[src/rtl/fifo_rd_pair.sv]
// Pops two consecutive half-words from a FIFO register file and presents them as one word (MSB first).
// Optional accepted-word counter on port word_cnt, enabled by defining FIFO_RD_PAIR_CNT_EN.
module fifo_rd_pair #(
    parameter int DATA_WIDTH = 8
) (
    input  logic                    clk,
    input  logic                    reset,
    input  logic                    empty,
    input  logic [DATA_WIDTH-1:0]   r_data,
    output logic                    rd,
    output logic [2*DATA_WIDTH-1:0] out_data,
    output logic                    out_valid,
    input  logic                    out_ready
`ifdef FIFO_RD_PAIR_CNT_EN
   ,output logic [15:0]             word_cnt
`endif
);

    typedef enum logic [1:0] {
        IDLE = 2'd0,
        HALF = 2'd1,
        FULL = 2'd2
    } state_t;

    state_t                  state_q, state_d;
    logic [DATA_WIDTH-1:0]   msb_q, msb_d;
    logic [2*DATA_WIDTH-1:0] out_data_q, out_data_d;
    logic                    out_valid_q, out_valid_d;

    // Reset is folded in so no pop is issued while the block is held in reset.
    always_comb begin
        rd = 1'b0;
        if (reset && !empty) begin
            case (state_q)
                IDLE:    rd = 1'b1;
                HALF:    rd = 1'b1;
                FULL:    rd = out_ready;
                default: rd = 1'b0;
            endcase
        end
    end

    always_comb begin
        state_d     = state_q;
        msb_d       = msb_q;
        out_data_d  = out_data_q;
        out_valid_d = out_valid_q;
        case (state_q)
            IDLE: begin
                if (rd) begin
                    msb_d   = r_data;
                    state_d = HALF;
                end
            end
            HALF: begin
                if (rd) begin
                    out_data_d  = {msb_q, r_data};
                    out_valid_d = 1'b1;
                    state_d     = FULL;
                end
            end
            FULL: begin
                // Consuming the word and popping the next MSB share the same cycle.
                if (out_ready) begin
                    out_valid_d = 1'b0;
                    if (rd) begin
                        msb_d   = r_data;
                        state_d = HALF;
                    end else begin
                        state_d = IDLE;
                    end
                end
            end
            default: begin
                state_d     = IDLE;
                out_valid_d = 1'b0;
            end
        endcase
    end

    always_ff @(posedge clk or negedge reset) begin
        if (!reset) begin
            state_q     <= IDLE;
            msb_q       <= '0;
            out_data_q  <= '0;
            out_valid_q <= 1'b0;
        end else begin
            state_q     <= state_d;
            msb_q       <= msb_d;
            out_data_q  <= out_data_d;
            out_valid_q <= out_valid_d;
        end
    end

    assign out_data  = out_data_q;
    assign out_valid = out_valid_q;

`ifdef FIFO_RD_PAIR_CNT_EN
    logic [15:0] word_cnt_q, word_cnt_d;

    always_comb begin
        word_cnt_d = word_cnt_q;
        if (out_valid_q && out_ready) begin
            word_cnt_d = word_cnt_q + 16'd1;
        end
    end

    always_ff @(posedge clk or negedge reset) begin
        if (!reset) begin
            word_cnt_q <= '0;
        end else begin
            word_cnt_q <= word_cnt_d;
        end
    end

    assign word_cnt = word_cnt_q;
`endif

endmodule

[config.mk]
export PLATFORM = sky130hd
export DESIGN_NAME = fifo_rd_pair
export DESIGN_NICKNAME = d
export VERILOG_FILES = /design/src/rtl/fifo_rd_pair.sv
export SDC_FILE = /design/constraint.sdc
export NUM_CORES = 1
export LEC_CHECK = 0
export CORE_MARGIN = 2
export CORE_UTILIZATION = 35
export CTS_BUF_LIST = sky130_fd_sc_hd__clkbuf_4 sky130_fd_sc_hd__clkbuf_8
export CTS_CLUSTER_SIZE = 20
export DETAILED_ROUTE_END_ITERATION = 7
export HOLD_SLACK_MARGIN = 0.15
export PLACE_DENSITY = 0.72
export SLEW_MARGIN = 20
export SYNTH_ARGS = -nofsm -noshare
export SYNTH_HDL_FRONTEND = slang
export SYNTH_SLANG_ARGS = --single-unit
[constraint.sdc]
create_clock -name clk -period 3.4 [get_ports clk]
set_input_delay 0.51 -clock clk [delete_from_list [all_inputs] [get_ports clk]]
set_output_delay 0.51 -clock clk [all_outputs]
set_load 0.01 [all_outputs]
# Word level (Yosys, flattened, before mapping)
# Cells that the tools add are included.
# classes
n_eq_ne	5
mux	13
bitwise_logic	1
n_reduce_logical	9
# op_table
operator	count
8-bit 2-to-1 mux	2
8-bit one-hot mux with 2 select lines	1
2-bit 2-to-1 mux	3
2-bit inequality test, second input constant	3
2-bit one-hot mux with 3 select lines	1
3-bit AND reduction	2
1-bit 2-to-1 mux	4
2-bit AND reduction	2
1-bit one-hot mux with 3 select lines	1
2-bit by 1-bit == test with 1-bit output, second input constant	1
2-bit == test, second input constant	1
2-bit logical NOT	1
1-bit one-hot mux with 2 select lines	1
2-bit nonzero test	1
2-bit OR reduction	1
1-bit logical AND	1
1-bit logical NOT	1
1-bit NOT	1
# word_totals
ff_bits	27
in_bits	12
elab_cells	32

# Depth between registers and ports, before layout
# Gate-level depths: netlist of run 1.
# logic_depth
word_depth	7
depth_mapped	4
ltp_nobuf	3

# Worst setup path before layout of run 1
# OpenSTA, ideal clock, no wires.
# synth_timing
path_kind	input to register
start	input port empty
end	register msb_q[0]
setup_time_ns	0.125
t_arrival_ns	1.349
t_required_ns	3.275
slack_ns	1.926
cell_stages	4
n_path_buf	1
path_cell_list	nand2b_4 a211o_1 buf_6 mux2_4
# synth_between
elab_chain_len	6
# synth_rtl
element	line	rtl
from (decl)	8	input logic empty,
1-bit logical NOT (*)	33	if (reset && !empty) begin
1-bit logical AND (*)	33	
1-bit 2-to-1 mux (*)	33	
8-bit 2-to-1 mux (*)	--	
8-bit 2-to-1 mux	--	
8-bit one-hot mux with 2 select lines (*)	--	
to (signal assigned)	89	msb_q <= msb_d;
to (decl)	26	logic [DATA_WIDTH-1:0] msb_q, msb_d;
# Mark *: on every way between the ends. The rest lies on a longest branch, timed or not. The select of a mux whose other input is x is not followed.
# A chain may end at the register's enable or synchronous reset.

# Final worst setup path of run 1
# layout_timing
start	input port reset
end	output port rd
# layout_between
elab_chain_len	2
# layout_rtl
element	line	rtl
from (decl)	7	input logic reset,
1-bit logical AND	33	
1-bit 2-to-1 mux	33	
to (decl)	10	output logic rd,
# No other way between the ends.

==> results of run 1 <==
-- critical path: stages --
cell	delay, ns
clkdlybuf4s50_1	0.57
nand2b_4	0.09
a21oi_1	0.14
clkdlybuf4s50_1	0.55
-- routing by layer --
layer  track usage [%]  vias to the layer above  wire (µm)
li1                  -                      299          -
met1              15.3                      326        902
met2              18.8                       21        924
met3              3.46                        2        111
met4              3.81                        0         17
met5                 0                        -          0
-- per-stage QoR --
stage,utilization (%),cells
5_1_grt,47.8,132
2_1_floorplan,-,67
4_1_cts,47.8,132
3_3_place_gp,46.8,128
6_report,47.8,132
3_5_place_dp,46.8,128
-- state kept, by name, summed over array words and instances (netlist names) --
name       cells
msb_q          8
out_data      16
out_valid      1
state_q        2
-- layout make-up --
type	count	area, µm²
tap	33	41.3
timing repair buffer	30	298
multi-input combinational	37	388
inverter	1	3.75
fill	283	1570
sequential	27	676
clock buffer	4	30.0
-- cell usage in the layout (no fill, tap or decap), drive strengths merged, types with 2 or more instances in the layout --
cell type       n
a21oi           2
dfrtp          27
nor2            2
mux2           24
o21ai           2
clkbuf          4
nand2b          3
clkdlybuf4s50  29
-- worst paths after layout --
path	to	slack (ns)	depth (start not counted)
hold reg to reg	out_data[7]$_DFFE_PN0P_	0.52	1
hold / removal	out_data[7]$_DFFE_PN0P_	0.52	1
max in group asynchronous	msb_q[1]$_DFFE_PN0P_	2.43	2
setup / recovery	rd	1.03	4
min in group asynchronous	state_q[0]$_DFFE_PN0P_	0.72	2
setup reg to reg	out_data[3]$_DFFE_PN0P_	1.84	3
-- kinds of logic (layout without fill, tap and decap cells) --
logic type / Yosys count / after routing / synth area share [%]
flops: 27 / 27 / 62.0
mux: 24 / 24 / 27.6
simple gates: 7 / 7 / 4.71
compound gates: 6 / 6 / 3.33
buf+inv: 3 / 35 / 2.41
-- where the power goes --
group	switching [W]	leakage, nW	internal [W]
Clock	0.0000852	0.0184	0.0000538
Combinational	0.000162	0.298	0.000325
Sequential	0.0000833	0.321	0.000467
==> impl_metrics.json, run 1 <==
{
  "netlist_area_um2": 1090,
  "synth.area.top_cells": "dfrtp_1 62%, mux2_2 17%, mux2_4 11%",
  "cts_htree_levels": 1,
  "vias": 648,
  "end_kind": "primary output",
  "clock_latency_ns": 0.31,
  "grt.total_usage_pct": 11.8,
  "syn_nets": 79,
  "antenna_found_initial": 0,
  "ios": 30,
  "synth.avg_cell_area_um2": 16.3,
  "place_area_um2": 1410,
  "globalplace.congestion": 0.581,
  "fin_crit_sh_pct": 69.7,
  "root_buffer": "clkbuf_4",
  "n_antenna_cell": 0,
  "rsz0062_at_grt": "no",
  "yosys_warnings": 0,
  "viasPerCell": 4.91,
  "final_nets": 112,
  "cp_max_fo": 3,
  "p_total_w": 0.00118,
  "vdd_drop_max_mv": 0.358,
  "cts_resized": 0,
  "overflow": 0,
  "syn_inst": 67,
  "hp-class": "reg2reg",
  "synth_area_leader_cell": "dfrtp_1",
  "startpoint_type": "input port",
  "first_pass_iters": 2,
  "dieArea_um2": 3580,
  "antenna_left": 0,
  "clock_sinks": 27,
  "design_area_um2": 1440,
  "wl_per_cell_um": 14.8,
  "grt_pass1_wl_um": 3140,
  "drc_errors": 0,
  "fin_hold_ws_ns": 0.523,
  "core-area_um2": 3000,
  "setup_ws_ns": 1.03,
  "cp.required_ns": 2.89,
  "worstMarginPinSlew_ns": 0.517,
  "wl_um": 1960,
  "p_per_area_nw_per_um2": 819,
  "crit_start": "reset",
  "area_delta_synth_final_pct": 31.8,
  "drt_iter0_markers": 3,
  "fmax_ghz": 0.422,
  "grt_pass1_vias": 667,
  "r2r-start": "state_q[1]$_DFFE_PN0P_",
  "max-slew-margin-rel_pct": 65.6,
  "cellLeakagePower_nw": 0.637,
  "ys_types": 15,
  "start_util_pct": 36.3,
  "rows": 20,
  "hold_buffers": 0,
  "cts_tree": "built",
  "post-route-min-period_ns": 2.37,
  "drive_gt1_share_pct": 31.3,
  "port_buffers": 29,
  "clk_pin_slew_ns": 0.13,
  "post-place-ws_ns": 1.02,
  "finalMaxSlewViolations": 0,
  "hpwl_um": 1450,
  "fin_setup_tns_ns": 0,
  "finClkSkew_ns": 0.00463,
  "fp.dieH_um": 59.8,
  "synth_edf_count": 0,
  "synth_most_common_cell": "dfrtp_1",
  "synthArstFlopShare_pct": 100,
  "status": "completed",
  "ys_ff_latch": 27,
  "synth_top_area_share_pct": 62.0,
  "cts_buffers": 3,
  "cts_buffer_depth": 2,
  "die_w_um": 59.8,
  "setup_viol": 0,
  "grt_max_degree": 29,
  "post_cts_buffers": 0,
  "synth_top_flop_cell": "dfrtp_1",
  "arrival_ns": 1.86,
  "ys_seq_area_share_pct": 62.0,
  "cap_violations": 0,
  "min_from": "out_data[7]$_DFFE_PN0P_",
  "synth_common_cells": "27 x dfrtp_1, 16 x mux2_2, 8 x mux2_4",
  "hold_viol": 0,
  "path_class": "in2out"
}
(Power assumes the default switching activity.)
==> run 2, diff against run 1 <==
--- a/config.mk
+++ b/config.mk
@@ -11,7 +11,7 @@
 export CTS_CLUSTER_SIZE = 20
 export DETAILED_ROUTE_END_ITERATION = 7
 export HOLD_SLACK_MARGIN = 0.15
-export PLACE_DENSITY = 0.72
+export PLACE_DENSITY = 0.75
 export SLEW_MARGIN = 20
 export SYNTH_ARGS = -nofsm -noshare
 export SYNTH_HDL_FRONTEND = slang
==> constraint.sdc (replaced) <==
create_clock -name clk -period 2.1 [get_ports clk]
set_input_delay 0.315 -clock clk [delete_from_list [all_inputs] [get_ports clk]]
set_output_delay 0.315 -clock clk [all_outputs]
set_load 0.01 [all_outputs]
==> run 2 against run 1 <==
- combinational power increased by 62%
- critical path depth unchanged
- register-to-register slack got worse by 1.1 ns
- worst setup slack got worse by 0.88 ns
- global-route usage increased by 0.18 points
- critical endpoint unchanged
- largest cell class unchanged
==> impl_metrics.json, run 2 (synthesis results as in run 1) <==
{
  "status": "completed",
  "viasPerCell": 4.77,
  "hp-class": "in2async",
  "n_antenna_cell": 0,
  "cts_htree_levels": 1,
  "antenna_found_initial": 0,
  "core-area_um2": 3000,
  "finalMaxSlewViolations": 0,
  "start_util_pct": 36.3,
  "cp_cell_sequence": "clkdlybuf4s50_1, nand2b_4, a21oi_1, clkdlybuf4s50_1",
  "post_cts_buffers": 0,
  "cts_buffers": 3,
  "cts_tree": "built",
  "cp.depth": 4,
  "vias": 639,
  "endpoint": "rd",
  "ios": 30,
  "largest_reg_flops": 16,
  "grt_pass1_wl_um": 3240,
  "fmax_ghz": 0.514,
  "cp_common_cell": "clkdlybuf4s50_1",
  "overflow": 0,
  "dieArea_um2": 3580,
  "place_area_um2": 1420,
  "die_w_um": 59.8,
  "antenna_left": 0,
  "n_fill_cell": 277,
  "final_common_cell": "clkdlybuf4s50_1",
  "critPathSlowestCell": "clkdlybuf4s50_1",
  "fp.dieH_um": 59.8,
  "cts_resized": 0,
  "r2r-start": "state_q[1]$_DFFE_PN0P_",
  "grt_pass1_vias": 689,
  "fin_crit_sh_pct": 92.7,
  "drive_gt1_share_pct": 32.7,
  "path_class": "in2out",
  "arrival_ns": 1.63,
  "post-route-min-period_ns": 1.95,
  "design_area_um2": 1450,
  "grt.total_usage_pct": 11.9,
  "worst-path-buf-inv": 2,
  "port_buffers": 29,
  "worstMarginPinSlew_ns": 0.544,
  "hold_viol": 0,
  "cp_max_fo": 3,
  "cts_buffer_depth": 2,
  "rows": 20,
  "final_cell_mix": "29 x clkdlybuf4s50_1, 27 x dfrtp_1, 16 x mux2_2",
  "critPathTopFamily": "buffers and inverters",
  "startpoint_type": "input port",
  "slowest_delay_ns": 0.56,
  "fin_setup_tns_ns": 0,
  "wl_per_cell_um": 13.9,
  "clock_latency_ns": 0.31,
  "drt_iter0_markers": 5,
  "clock_sinks": 27,
  "finClkSkew_ns": 0.0141,
  "r2r_slack_ns": 0.70,
  "cellLeakagePower_nw": 0.648,
  "area_delta_synth_final_pct": 33.0,
  "root_buffer": "clkbuf_4",
  "end_kind": "primary output",
  "cap_violations": 0,
  "first_pass_iters": 2,
  "p_per_area_nw_per_um2": 1310,
  "clk_pin_slew_ns": 0.14,
  "vdd_drop_max_mv": 0.649,
  "hpwl_um": 1420,
  "globalplace.congestion": 0.643,
  "rsz0062_at_grt": "no",
  "max-slew-margin-rel_pct": 63.7,
  "cp.required_ns": 1.78,
  "reg2reg_to": "msb_q[6]$_DFFE_PN0P_",
  "wl_um": 1870,
  "setup_viol": 0,
  "drc_errors": 0,
  "hold_buffers": 0,
  "worstRegToRegCells": 2,
  "crit_start": "reset",
  "grt_max_degree": 29,
  "final_nets": 114
}
run 2: how the worst min path moves through the flow:
stage / start / to / slack (ns) / cells past startpoint
6_report: reset / msb_q[5]$_DFFE_PN0P_ / 0.50 / 2
5_1_grt: reset / out_data[1]$_DFFE_PN0P_ / 0.51 / 2
4_1_cts: reset / out_data[0]$_DFFE_PN0P_ / 0.51 / 2
3_5_place_dp: msb_q[5]$_DFFE_PN0P_ / msb_q[5]$_DFFE_PN0P_ / 0.49 / 1
3_3_place_gp: msb_q[0]$_DFFE_PN0P_ / msb_q[0]$_DFFE_PN0P_ / 0.49 / 1
2_1_floorplan: reset / msb_q[0]$_DFFE_PN0P_ / 0.02 / 0
run 2: cell type report:
class	count	area, µm²	area share, %
repair buffers	32	313	21.6
well taps	33	41.3	2.85
multi-input cells	37	388	26.8
flip-flops and latches	27	676	46.6
inverters	1	3.75	0.259
clock inverters	1	5.00	0.345
clock buffers	3	22.5	1.55
run 2: where the power goes:
group | switching (W) | internal [W]
Sequential | 0.000138 | 0.000757
Clock | 0.000137 | 0.0000711
Combinational | 0.000260 | 0.000531
run 2: per-stage QoR:
stage / instances / total power (W) / worst slack, ns / util (%) / hold slack [ns]
2_1_floorplan: 67 / 0.00127 / 0.733 / - / 0.0194
3_3_place_gp: 130 / 0.00167 / 0.136 / 47.3 / 0.487
3_5_place_dp: 130 / 0.00170 / 0.117 / 47.3 / 0.493
4_1_cts: 134 / 0.00192 / 0.142 / 48.3 / 0.509
5_1_grt: 134 / 0.00202 / 0.0573 / 48.3 / 0.511
6_report: 134 / 0.00189 / 0.153 / 48.3 / 0.502
run 2: per-layer routing:
metal  vias to the layer above  wire length, µm  global-route usage [%]
met4                         0                0                    3.81
met5                         -                0                       0
met2                        18              874                    17.7
li1                        302                -                       -
met1                       319              859                    16.6
met3                         0              131                    3.90
